===== config.mk =====
export PLATFORM = sky130hd
export DESIGN_NAME = awgn_burst_ctrl
export DESIGN_NICKNAME = d
export VERILOG_FILES = /design/src/rtl/awgn_burst_ctrl.sv
export SDC_FILE = /design/constraint.sdc
export NUM_CORES = 1
export LEC_CHECK = 0
export ABC_AREA = 1
export ABC_CLOCK_PERIOD_IN_PS = 5700
export BUFFER_PORTS_ARGS = -buffer_cell sky130_fd_sc_hd__buf_2
export CAP_MARGIN = 15
export CORE_MARGIN = 2
export CORE_UTILIZATION = 54
export DETAILED_ROUTE_END_ITERATION = 10
export PLACE_DENSITY = 0.72
export SLEW_MARGIN = 20
export SYNTH_ARGS = -nofsm -noshare
export SYNTH_HDL_FRONTEND = slang
export SYNTH_SLANG_ARGS = --single-unit

===== constraint.sdc =====
create_clock -name CLK_100MHZ -period 5.7 [get_ports CLK_100MHZ]
set_clock_uncertainty 0.15 [all_clocks]
set_input_delay 1.14 -clock CLK_100MHZ [delete_from_list [all_inputs] [get_ports CLK_100MHZ]]
set_output_delay 1.14 -clock CLK_100MHZ [all_outputs]
set_load 0.02 [all_outputs]

===== src/rtl/awgn_burst_ctrl.sv =====
// Burst sequencer for the Box-Muller AWGN core: gates the core,
// buffers its sample pairs and streams them out one at a time.
module awgn_burst_ctrl #(
  parameter int DATA_W     = 16,
  parameter int FIFO_DEPTH = 8,
  parameter int HEADROOM   = 4,
  parameter int CNT_W      = 16
) (
  input  logic              CLK_100MHZ,
  input  logic              reset,
  input  logic              start,
  input  logic              abort,
  input  logic [CNT_W-1:0]  burst_len,
  input  logic [DATA_W-1:0] core_x0,
  input  logic [DATA_W-1:0] core_x1,
  input  logic              core_valid,
  output logic              core_en,
  output logic [DATA_W-1:0] m_data,
  output logic              m_valid,
  input  logic              m_ready,
  output logic              m_last,
  output logic              busy,
  output logic              done,
  output logic              overflow
);

  localparam int AW = $clog2(FIFO_DEPTH);
  localparam logic [AW:0] DEPTH_C = (AW+1)'(FIFO_DEPTH);
  localparam logic [AW:0] HEAD_C  = (AW+1)'(HEADROOM);
  localparam logic [AW:0] TWO_C   = (AW+1)'(2);

  typedef enum logic [1:0] {
    IDLE,
    RUN,
    DRAIN
  } state_t;

  state_t state, state_nx;

  logic [DATA_W-1:0] mem [FIFO_DEPTH];
  logic [AW-1:0]     wr_ptr, rd_ptr;
  logic [AW:0]       count, free;
  logic [CNT_W-1:0]  len, in_cnt, out_cnt, in_cnt_nx;

  logic       in_run, len_open, one_left;
  logic       push_ok, drop, pop, fin;
  logic [1:0] push_n;

  always_comb begin
    free     = DEPTH_C - count;
    in_run   = (state == RUN);
    len_open = (len == '0) || (in_cnt < len);
    one_left = (len != '0) && (len - in_cnt == CNT_W'(1));
    push_ok  = in_run && core_valid && len_open && (free >= TWO_C);
    drop     = in_run && core_valid && len_open && (free < TWO_C);
    push_n   = 2'd0;
    if (push_ok) push_n = one_left ? 2'd1 : 2'd2;
    in_cnt_nx = in_cnt;
    if (push_ok && len != '0)
      in_cnt_nx = one_left ? len : in_cnt + CNT_W'(2);
  end

  always_comb begin
    m_valid = (count != '0);
    m_data  = m_valid ? mem[rd_ptr] : '0;
    m_last  = m_valid && (len != '0) &&
              (out_cnt == len - CNT_W'(1));
    pop     = m_valid && m_ready;
    fin     = pop && m_last && (state != IDLE);
    core_en = in_run && (free >= HEAD_C) && len_open;
    busy    = (state != IDLE);
  end

  // abort beats everything, including a same-cycle start
  always_comb begin
    state_nx = state;
    if (abort) begin
      state_nx = IDLE;
    end else begin
      unique case (state)
        IDLE:
          if (start) state_nx = RUN;
        RUN:
          if (fin)
            state_nx = IDLE;
          else if (len != '0 && in_cnt_nx == len)
            state_nx = DRAIN;
        DRAIN:
          if (fin) state_nx = IDLE;
        default:
          state_nx = IDLE;
      endcase
    end
  end

  always_ff @(posedge CLK_100MHZ) begin
    if (push_ok) begin
      mem[wr_ptr] <= core_x0;
      if (push_n == 2'd2)
        mem[wr_ptr + AW'(1)] <= core_x1;
    end
  end

  always_ff @(posedge CLK_100MHZ) begin
    if (reset) begin
      state    <= IDLE;
      done     <= 1'b0;
      overflow <= 1'b0;
      len      <= '0;
      in_cnt   <= '0;
      out_cnt  <= '0;
      wr_ptr   <= '0;
      rd_ptr   <= '0;
      count    <= '0;
    end else begin
      state <= state_nx;
      done  <= fin && !abort;
      if (abort) begin
        in_cnt  <= '0;
        out_cnt <= '0;
        wr_ptr  <= '0;
        rd_ptr  <= '0;
        count   <= '0;
      end else begin
        if (state == IDLE && start) begin
          len      <= burst_len;
          in_cnt   <= '0;
          out_cnt  <= '0;
          overflow <= 1'b0;
        end else begin
          in_cnt <= in_cnt_nx;
          if (pop) out_cnt <= out_cnt + CNT_W'(1);
          if (drop) overflow <= 1'b1;
        end
        wr_ptr <= wr_ptr + AW'(push_n);
        if (pop) rd_ptr <= rd_ptr + AW'(1);
        count <= count + (AW+1)'(push_n) - (AW+1)'(pop);
      end
    end
  end

endmodule

Yosys cells after proc, flatten, opt, wreduce, memory -nomap -nowiden
Memory sizes are Yosys's and may differ from the RTL's. A register that Yosys moved wholly into a read port is not among the register bits. Cells that the tools add are included.

Bits in registers: 62. RAM bits: 128. Bits of input ports: 54. Output and inout port bits: 22. Word-level logic and storage cells: 82. Memories kept: 1.

Memory list: mem (depth 8, width 16, rd ports 1, clocked after memory_dff 1, write ports 2, RTL line 40) `logic [DATA_W-1:0] mem [FIFO_DEPTH];`.

Add/subtract/negate cells: 10. Order comparisons: 4. Eq/ne operators: 9. Multiplexer cells: 19. Bitwise gates (word level): 1. Reduce and logical (&&, ||, !) cells: 29.

Operators by type and width (count): 2-to-1 mux 16 bit (3); equality test 16 bit (2); adder 16 x 1 -> 16 bit (second input constant) (1); adder 16 x 2 -> 16 bit (second input constant) (1); equality test 16 x 1 -> 1 bit (second input constant) (1); logical AND 1 bit (16); zero test 16 bit (1); < comparator 16 bit (1); nonzero test 16 bit (1); subtractor 16 x 1 -> 16 bit (second input constant) (1); subtractor 16 bit (1); 2-to-1 mux 2 bit (6); 2-to-1 mux 1 bit (7); adder 3 x 1 -> 3 bit (second input constant) (2); 2-to-1 mux 3 bit (2); case mux 2 bit (3 select lines) (1); adder 4 x 2 -> 4 bit (1); equality test 2 bit (second input constant) (2); >= comparator 4 x 2 -> 1 bit (second input constant) (1); >= comparator 4 x 3 -> 1 bit (second input constant) (1); < comparator 4 x 2 -> 1 bit (second input constant) (1); != test 2 bit (second input constant) (2); AND reduction 2 bit (2); nonzero test 2 bit (2); other kinds (13) (13).

Logic depth before layout (Yosys ltp)
Gate-level depths: netlist (run 1).

Depth in word-level cells: 11. Depth in mapped cells: 27. Depth with buffers taken out: 26.

Least setup slack after synthesis (run 1)
No wires, ideal clock.

Path type: flip-flop to flip-flop. From: register len[0]. To: memory mem[6][0] (enable). Data arrival time: 3.532 ns. Required time: 5.115 ns. Slack: 1.583 ns. Cell stages (with the launch flop): 13. Period minus slack after synthesis: 4.117 ns. Cells stage by stage: dfxtp_1 inv_1 ha_1 fa_1 inv_1 nand2_1 nand2_2 nand4_1 nand3_1 nand3_1 nand2_2 nand3_4 o41ai_1.

RTL lines: start, declared (RTL line 43) `logic [CNT_W-1:0] len, in_cnt, out_cnt, in_cnt_nx;`; start signal, assigned (RTL line 126) `len <= burst_len;`; end, declared (RTL line 40).

==> out/metrics.yaml, run 1 <==
hold_viol_final: 0
vias: 10700
hold_class: "register to register"
cp-start-kind: "register"
p_total_mw: 3.86
path_cells: "buf_4, clkinv_1, nor2_1, o21ai_0, a31oi_1, buf_2"
track_usage_pct: 28.4
synth_top_area_share_pct: 32.8
nets: 1674
cts_resized: 0
avgSynthCellArea_um2: 7.52
yosys-top-cells-area: "edfxtp_1 (33%), nand2_1 (11%), dfxtp_1 (11%)"
ys_seq_area_share_pct: 44.0
relSlewSlack_pct: 26.9
drtAntennaViolNets: 0
netlist_area_um2: 11700
cts_made_buffers: 17
dp_hpwl_um: 21600
insertedDiodeCount: 0
fin_ws_ns: 1.31
fmax_mhz: 228
drv_cap: 0
initial_core_util_pct: 55.3
rsz0062_at_grt: "no"
layout-drive-gt1-share_pct: 9.76
root_buffer: "clkbuf_16"
synth-async-reset-ratio_pct: 0
place_ws_ns: 1.70
power_density_nw_per_um2: 301
hold_ws_ns: 0.319
ys.flop_type: "edfxtp_1"
grt_pass1_wl_um: 49900
cts.clk_slew.worst_paths_ns: 0.07
syn_nets: 1645
syn_inst: 1557
slowest_stage: "clkinv_1"
yosys.area.top_type: "edfxtp_1"
cts_buffer_depth: 2
ios: 76
drt-vias-per-instance: 5.69
fin_util_pct: 60.6
fin_crit_sh_pct: 77.0
worstMarginPinSlew_ns: 1.09
dieHeight_um: 151
die-area_um2: 22900
crit_path_end_kind: "output pin"
max_stage_delay_ns: 0.97
io_buffers: 75
fin_crit_ns: 4.39
crit_fanout: 33
grt_max_degree: 65
ctsHoldBuffers: 0
yosysWarningCount: 0
post_cts_buffers: 0
setup_violations: 0
status: "finished, final reports clean"
cp_top_family: "buffers and inverters"
synth-edff-count: 128
h-tree-depth: 4
leakagePower_nw: 5.56
area_growth_pct: 9.61
cts_tree: "done"
crit_buf_inv: 3
grt_antenna_before_repair: 0
critPathArrivalTime_ns: 3.10
grt_pass1_vias: 9839
slew_viol_final: 0
worstPathRequired_ns: 4.41
yosys.cell_count.top_type: "nand2_1"
drt-total-wl_um: 32000
fp-row-count: 53
clock-sinks: 193
worstSetupPathType: "register to output pin"
synth-seq-cells: 193
grt-ovfl-total: 0
timing.setup.tns_ns: 0
core_um2: 21200
drt_pass1_iterations: 6
detail_route.drc_violations: 0
die_x_um: 151
synth_common_cells: "nand2_1 (347), o21ai_0 (234), nor2_1 (213), inv_1 (150), edfxtp_1 (128)"
ys_types: 45
drtIter0Drc: 869
routabilityCongestion: 0.951
ir_drop_mv: 0.212
clkLatencyLatePin_ns: 0.45
wl_per_cell_um: 17.1
-- worst register-to-register path, cell delays in order (launching register included) --
cell and delay, ns:
dfxtp_1 0.39, inv_1 0.15, ha_1 0.25, fa_1 0.40
inv_1 0.07, nand2_1 0.06, nand2_2 0.11, nand3_2 0.09
nand2_2 0.09, nand2_1 0.07, nand3_1 0.09, nand2_1 0.05
nor2_1 0.14, nand3_1 0.13, nor2_4 0.31, nor2_2 0.15
inv_1 0.13, ha_1 0.27, inv_1 0.08, ha_1 0.23
nand2_1 0.06, nor2_1 0.04, a211oi_1 0.24, o21ai_0 0.14
a21oi_1 0.15
-- per-stage QoR --
stage	area (µm²)	cells
after floorplan	11700	1557
after global placement	12200	1842
after detailed placement	12200	1842
after CTS	12800	1874
after global routing	12800	1874
final	12800	1874
-- placed cells by master, fill, tap and decap left out, types with 4 or more instances in the layout --
| cell | instances |
|---|---|
| buf_2 | 75 |
| a31oi_1 | 17 |
| nand2_1 | 347 |
| clkinv_1 | 5 |
| xor2_1 | 24 |
| nand4_1 | 36 |
| dfxtp_1 | 64 |
| ha_1 | 31 |
| o22ai_1 | 16 |
| nor2_2 | 4 |
| nand3b_1 | 5 |
| inv_1 | 149 |
| nand2_2 | 11 |
| o21ai_0 | 228 |
| clkbuf_16 | 17 |
| nor4_1 | 4 |
| edfxtp_1 | 128 |
| nor3_1 | 15 |
| a211oi_1 | 24 |
| xnor2_1 | 6 |
| buf_4 | 14 |
| nor2_1 | 213 |
| a21oi_1 | 35 |
| nand3_1 | 83 |
-- flip-flops by register name (all words and copies together), names as in the netlist, named ones only --
register,cells
mem,128
in_cnt,16
len,16
out_cnt,16
count,4
rd_ptr,3
wr_ptr,3
state,2
done,1
overflow,1
-- power by group --
part	switching [mW]	internal (mW)	total, mW
combinational	0.739	0.344	1.08
clock	0.564	0.655	1.22
sequential	0.0323	1.53	1.56
-- metal layers --
metal | track usage [%] | routed length (µm) | vias up
li1 | - | - | 5289
met1 | 34.2 | 13000 | 4886
met2 | 50.9 | 16000 | 428
met3 | 3.80 | 2090 | 69
met4 | 11.7 | 901 | 0
met5 | 0 | 0 | -
-- worst paths after layout --
kind / start / to / slack (ns) / depth (start not counted)
max: register / m_data[9] / 1.31 / 6
min: rd_ptr[2] / rd_ptr[2] / 0.32 / 2
max reg2reg: len[0] / count[3] / 1.61 / 24
min reg2reg: rd_ptr[2] / rd_ptr[2] / 0.32 / 2
-- cell families (layout without fill, tap and decap cells) --
group | Yosys count | after routing | synth area share [%]
xor+xnor | 30 | 30 | 2.25
compound gates | 333 | 333 | 15.3
fa+ha+maj | 34 | 34 | 3.83
simple gates | 732 | 732 | 26.7
buf+inv | 235 | 277 | 7.97
flops | 193 | 193 | 44.0
-- cell type report --
type / count / area, µm²
multi-input cells: 1129 / 5690
clock buffers: 18 / 429
inverters: 156 / 588
well taps: 275 / 344
fillers: 1917 / 8330
repair buffers: 89 / 480
clock inverters: 14 / 154
flip-flops and latches: 193 / 5150
Power figures use the tool's default switching activity.
==> inputs of run 2 (changes only) <==
Settings changed: ABC_AREA 1 to 0, ABC_CLOCK_PERIOD_IN_PS 5700 to 4200.
Clock period 5.7 ns to 4.2 ns, I/O delays scaled along.
==> out/metrics.yaml, run 2 <==
leakagePower_nw: 5.08  # -8.6%
track_usage_pct: 29.3  # +0.94 points
relSlewSlack_pct: 33.8  # +7.0 points
status: "finished, final reports clean"
ys_seq_area_share_pct: 42.6  # -1.4 points
comb_power_share_pct: 26.2  # -1.9 points
avgSynthCellArea_um2: 10.6  # +41%
cts_made_buffers: 17  # unchanged
swShare_pct: 32.5  # -2.1 points
drtAntennaViolNets: 0  # unchanged
p_total_mw: 5.23  # +35%
final_common_cell: "mux2_2"
dieHeight_um: 154  # +1.6%
yosys.area.top_type: "edfxtp_1"
yosys-top-cells-area: "edfxtp_1 (32%), mux2_2 (12%), dfxtp_1 (11%)"
grt_antenna_before_repair: 0  # unchanged
slew_viol_final: 0  # unchanged
syn_nets: 1231  # -25%
power_density_nw_per_um2: 367  # +22%
clkLatencyLatePin_ns: 0.44  # about the same
drtIter0Drc: 884  # +1.7%
final-seq-area_um2: 5160  # +0.19%
h-tree-depth: 4  # unchanged
io_buffers: 75  # unchanged
fmax_mhz: 245
die-area_um2: 23600  # +3.2%
timing.setup.tns_ns: 0  # unchanged
cts_buffer_depth: 2  # unchanged
yosysWarningCount: 0  # unchanged
core_um2: 21900  # +3.5%
critPathArrivalTime_ns: 4.12  # +1.02 ns
reg2reg_to: "mem[3][15]"
rsz0062_at_grt: "yes"
drt_pass1_iterations: 5  # -1
clock-sinks: 193  # unchanged
top_layer: "met4"
vias: 9703  # -9.1%
synth-async-reset-ratio_pct: 0  # unchanged
cts.clk_slew.worst_paths_ns: 0.08  # about the same
cts_tree: "done"
wl_met2_um: 15800  # -1.7%
syn_inst: 1143  # -27%
grt-ovfl-total: 0  # unchanged
layout_common_cells: "mux2_2 (129), edfxtp_1 (128), nand2_1 (91)"
yosys.cell_count.top_type: "mux2_2"
worstPathRequired_ns: 4.24  # -0.17 ns
crit_path_end_kind: "register"
netlist_area_um2: 12100  # +3.3%
ios: 76  # unchanged
fp-row-count: 54  # +1.9%
fin_crit_ns: 4.07
synth_top_area_share_pct: 31.8  # -1.0 points
hold_ws_ns: 0.352  # +0.0332 ns
hold_path_end: "out_cnt[15]"
largest_register_ffs: 128  # unchanged
ir_drop_mv: 0.259  # +22%
top_register: "mem"
fin_crit_sh_pct: 97.0
hold_depth: 2  # unchanged
intPower_mw: 3.53  # +40%
drt-total-wl_um: 34300  # +7.1%
drt-vias-per-instance: 6.24  # +9.5%
worstSetupPathType: "register to register"
hold_class: "register to register"
area_growth_pct: 17.7
rr_startpoint: "len[2]"
synth_common_cells: "mux2_2 (129), edfxtp_1 (128), nand2_1 (93), nor2_1 (89), dfxtp_1 (65)"
nets: 1351  # -19%
crit_fanout: 9  # -73%
synth-edff-count: 128  # unchanged
ff2ff_setup_slack_ns: 0.13  # -1.48 ns
setup_violations: 0  # unchanged
die_x_um: 154  # +1.6%
clkPwrFrac_pct: 33.5  # +1.9 points
initial_core_util_pct: 55.2  # -0.10 points
cp-start-kind: "register"
grt_pass1_wl_um: 53500  # +7.1%
met3_length_um: 3030  # +45%
wl_per_cell_um: 22.0  # +29%
root_buffer: "clkbuf_16"
p_seq_share_pct: 40.4  # about the same
drv_cap: 0  # unchanged
grt_max_degree: 33  # -49%
multi_input_area_um2: 6710  # +18%
synth-seq-cells: 193  # unchanged
p_sw_mw: 1.70  # +27%
wl_met1_um: 14800  # +14%
grt_pass1_vias: 9318  # -5.3%
dp_hpwl_um: 24200  # +12%
fill_cells: 1769  # -7.7%
min_from: "out_cnt[15]"
detail_route.drc_violations: 0  # unchanged
hold_viol_final: 0  # unchanged
worstMarginPinSlew_ns: 0.991  # -0.0987 ns
routabilityCongestion: 1.02  # +7.7%
ys_types: 78  # +73%
ctsHoldBuffers: 0  # unchanged
r2r_cells: 14  # -42%
layout-drive-gt1-share_pct: 33.9  # +24 points
ys.flop_type: "edfxtp_1"
insertedDiodeCount: 0  # unchanged
## run 2: changes by cell type in the layout (fill, tap and decap cells not counted), moves of 12 or more
cell / delta
o22ai_1: -12
nand4_1: -24
xnor2_1: +24
a21oi_1: +26
nor2_1: -131
o21ai_0: -193
nand2_1: -256
mux4_2: +32
nand3_1: -45
mux2i_1: +20
inv_1: -105
buf_4: +73
a211oi_1: -16
mux2_2: +129
## run 2: logic make-up after synthesis
| group | after synthesis | share of synthesized area [%] |
|---|---|---|
| and+or+nand+nor | 354 | 14.6 |
| AOI/OAI and AO/OA | 208 | 11.5 |
| DFF | 193 | 42.6 |
| muxes | 181 | 19.6 |
| buffers and inverters | 115 | 3.84 |
| xor gates and xnor gates | 58 | 4.20 |
| adders and majority gates | 34 | 3.71 |
## run 2: power by group through the flow
stage / registers [mW] / clock network, mW / logic (mW)
detailed placement: 2.15 / 0 / 1.31
CTS: 2.11 / 1.77 / 1.32
global placement: 2.15 / 0 / 1.29
finish: 2.11 / 1.75 / 1.37
global route: 2.12 / 1.85 / 1.50
floorplan: 2.13 / 0 / 0.893
## run 2: metal layers
layer / up-vias / GRT usage, %
li1: 4518 / -
met1: 4719 / 42.8
met2: 415 / 44.9
met3: 51 / 5.05
met4: 0 / 8.82
met5: - / 0
## run 2: what timing repair did
| item | in CTS | in global routing |
|---|---|---|
| buffers inserted | 0 | 6 |
| pin swaps | 1 | 15 |
| gates resized for setup | 12 | 35 |
| setup endpoints to repair | 104 | 190 |
## run 2: final cells by class
class                      count  area share (%)
timing repair buffer         170            8.29
sequential                   193            36.2
clock buffer                  18            3.17
tap                          280            2.46
inverter                      46            1.21
multi-input combinational    835            47.2
clock inverter                14            1.45
## run 2: worst max-delay path, cell delays in order, from the launching register on
cell and delay (ns):
dfxtp_4 0.38, ha_1 0.25, or2_4 0.28, o211ai_4 0.27, a211o_1 0.21, or4b_1 0.44, a21o_1 0.20, nor4_4 0.38
nand2_2 0.15, buf_4 0.18, nand2b_1 0.21, buf_4 0.19, nor2_2 0.04, buf_4 0.19, mux2_2 0.28
## run 2: how the worst max path moves through the flow
stage          slack (ns)  depth (start not counted)    from    endpoint
2_1_floorplan       -0.09                         13  len[0]   mem[4][0]
3_3_place_gp        -0.03                         16  len[2]    count[3]
3_5_place_dp        -0.08                         15  len[1]   mem[0][4]
4_1_cts              0.03                         14  len[1]    state[0]
5_1_grt             -0.03                         16  len[2]    count[3]
6_report             0.13                         14  len[2]  mem[3][15]
## run 2: metrics by stage
step	utilization (%)	setup slack, ns	instances	instance area (µm²)
floorplan	-	-0.0901	1143	12100
CTS	64.1	0.0318	1550	14000
global placement	60.9	-0.0290	1518	13300
detailed placement	60.9	-0.0806	1518	13300
global route	65.0	-0.0317	1556	14200
finish	65.0	0.125	1556	14200
==> inputs of run 3 (changes only) <==
Settings changed: REMOVE_ABC_BUFFERS set to 1.
==> out/metrics.yaml, run 3 (synthesized netlist as in run 2, its figures left out) <==
status: "finished, final reports clean"
die-area_um2: 23600  # unchanged
cts.clk_slew.worst_paths_ns: 0.07  # about the same
drt-total-wl_um: 34200  # -0.41%
hold_depth: 2  # unchanged
rsz0062_at_grt: "yes"
die_x_um: 154  # unchanged
largest_register_ffs: 128  # unchanged
insertedDiodeCount: 0  # unchanged
ctsHoldBuffers: 0  # unchanged
dp_hpwl_um: 23900  # -1.5%
io_buffers: 75  # unchanged
hold_viol_final: 0  # unchanged
drv_cap: 0  # unchanged
fp-row-count: 54  # unchanged
cp-start-kind: "register"
cts_tree: "done"
slowest_stage: "o311a_1"
critical_path_depth: 18  # +4
power_density_nw_per_um2: 367  # -0.13%
place_inst: 1508  # -0.66%
dieHeight_um: 154  # unchanged
p_total_mw: 5.13  # -1.8%
ir_drop_mv: 0.328  # +27%
intPower_mw: 3.42  # -2.9%
critPathArrivalTime_ns: 4.29  # +0.17 ns
r2r_cells: 18  # +4
area_growth_pct: 15.8
initial_core_util_pct: 55.2  # unchanged
comb_power_share_pct: 27.1  # +0.9 points
core_um2: 21900  # unchanged
fin_crit_sh_pct: 98.1  # +1.1 points
swShare_pct: 33.3  # +0.80 points
detail_route.drc_violations: 0  # unchanged
clkLatencyLatePin_ns: 0.44  # about the same
crit_buf_inv: 4  # +1
top_register: "mem"
fmax_mhz: 243  # -1.1%
vias: 9789  # +0.89%
p_sw_mw: 1.71  # +0.62%
final_common_cell: "mux2_2"
nets: 1342  # -0.67%
crit_path_end_kind: "register"
wl_per_cell_um: 22.1  # +0.17%
slew_viol_final: 0  # unchanged
worstPathRequired_ns: 4.37  # +0.13 ns
setup_violations: 0  # unchanged
max_stage_delay_ns: 0.42  # -0.02 ns
cts_buffer_depth: 2  # unchanged
h-tree-depth: 4  # unchanged
grt_max_degree: 33  # unchanged
root_buffer: "clkbuf_16"
final_cells: 1547  # -0.58%
drt-vias-per-instance: 6.33  # +1.5%
ios: 76  # unchanged
drt_pass1_iterations: 5  # unchanged
grt_antenna_before_repair: 0  # unchanged
routabilityCongestion: 0.956  # -6.7%
clkPwrFrac_pct: 32.1  # -1.4 points
p_seq_share_pct: 40.8  # +0.4 points
cts_made_buffers: 17  # unchanged
path_cells: "inv_1, ha_2, and4_1, and3_1, a21bo_2, a31oi_1, o311a_1, nor4_2, nand4b_1, nor2_2, inv_1, ha_1, inv_1, ha_1, inv_1, fa_1, xor2_1, nor2_1"
grt_pass1_wl_um: 52800  # -1.4%
drtIter0Drc: 1049  # +19%
relSlewSlack_pct: 27.6  # -6.2 points
layout-drive-gt1-share_pct: 32.8  # -1.2 points
final_cell_area_um2: 14000  # -1.7%
cp_top_family: "simple AND/OR/NAND/NOR gates"
hold_class: "register to register"
crit_fanout: 6  # -3
drtAntennaViolNets: 0  # unchanged
worstSetupPathType: "register to register"
layout_common_cells: "mux2_2 (129), edfxtp_1 (128), nand2_1 (91)"
fin_crit_ns: 4.12  # +0.0457 ns
track_usage_pct: 28.7  # -0.60 points
grt_pass1_vias: 9395  # +0.83%
grt-ovfl-total: 0  # unchanged
fin_util_pct: 63.9  # -1.1 points
placed_area_um2: 13200  # -1.0%
crit_top_cell: "inv_1"
clock-sinks: 193  # unchanged
leakagePower_nw: 5.01  # -1.5%
worstMarginPinSlew_ns: 1.09  # +0.0939 ns
## run 3: cell count changes in the layout (fill, tap and decap cells not counted), sizes merged
cell | before | now
clkbuf | 18 | 17
inv | 49 | 54
clkinv | 10 | 7
bufinv | 1 | 0
buf | 170 | 161
## run 3: worst paths after layout
check | slack [ns] | from | endpoint
setup / recovery | 0.08 | in_cnt[8] | count[2]
hold / removal | 0.36 | out_cnt[15] | out_cnt[15]
setup reg to reg | 0.08 | in_cnt[8] | count[2]
hold reg to reg | 0.36 | out_cnt[15] | out_cnt[15]
## run 3: layout make-up
class                      count  area, µm²
fill                        1746       7900
sequential                   193       5150
clock inverter                15        175
timing repair buffer         161       1060
tap                          280        350
multi-input combinational    835       6660
clock buffer                  17        425
inverter                      46        173
## run 3: power groups by stage
stage	Clock (mW)	Sequential (mW)	Combinational [mW]
2_1_floorplan	0	2.16	0.831
3_3_place_gp	0	2.13	1.31
3_5_place_dp	0	2.14	1.32
4_1_cts	1.67	2.09	1.34
5_1_grt	1.73	2.10	1.50
6_report	1.65	2.09	1.39
## run 3: worst register-to-register path, cell delays in order, from the launching register on
cell      delay (ns)
dfxtp_1         0.32
inv_1           0.15
ha_2            0.35
and4_1          0.23
and3_1          0.19
a21bo_2         0.21
a31oi_1         0.09
o311a_1         0.42
nor4_2          0.30
nand4b_1        0.21
nor2_2          0.20
inv_1           0.06
ha_1            0.26
inv_1           0.06
ha_1            0.16
inv_1           0.06
fa_1            0.38
xor2_1          0.17
nor2_1          0.05
## run 3: timing repair
item,4_1_cts,5_1_grt
cloned,0,0
setup endpoints to repair,3,168
pin swaps,0,11
buffers inserted,0,7
resized for setup,1,36
## run 3: stage by stage
stage	setup TNS (ns)	hold WS, ns	worst slack [ns]
after floorplan	-77.40	0.318	-0.616
after global placement	0	0.333	0.0694
after detailed placement	-0.0401	0.341	-0.0357
after CTS	0	0.355	0.0371
after global routing	-0.138	0.370	-0.118
final	0	0.358	0.0795
## run 3: per-layer routing
layer | wire length, µm | global-route usage (%) | up-vias
met5 | 0 | 0 | -
met4 | 536 | 7.60 | 0
met3 | 2520 | 3.89 | 47
met2 | 16200 | 45.3 | 424
met1 | 14900 | 42.0 | 4829
li1 | - | - | 4489
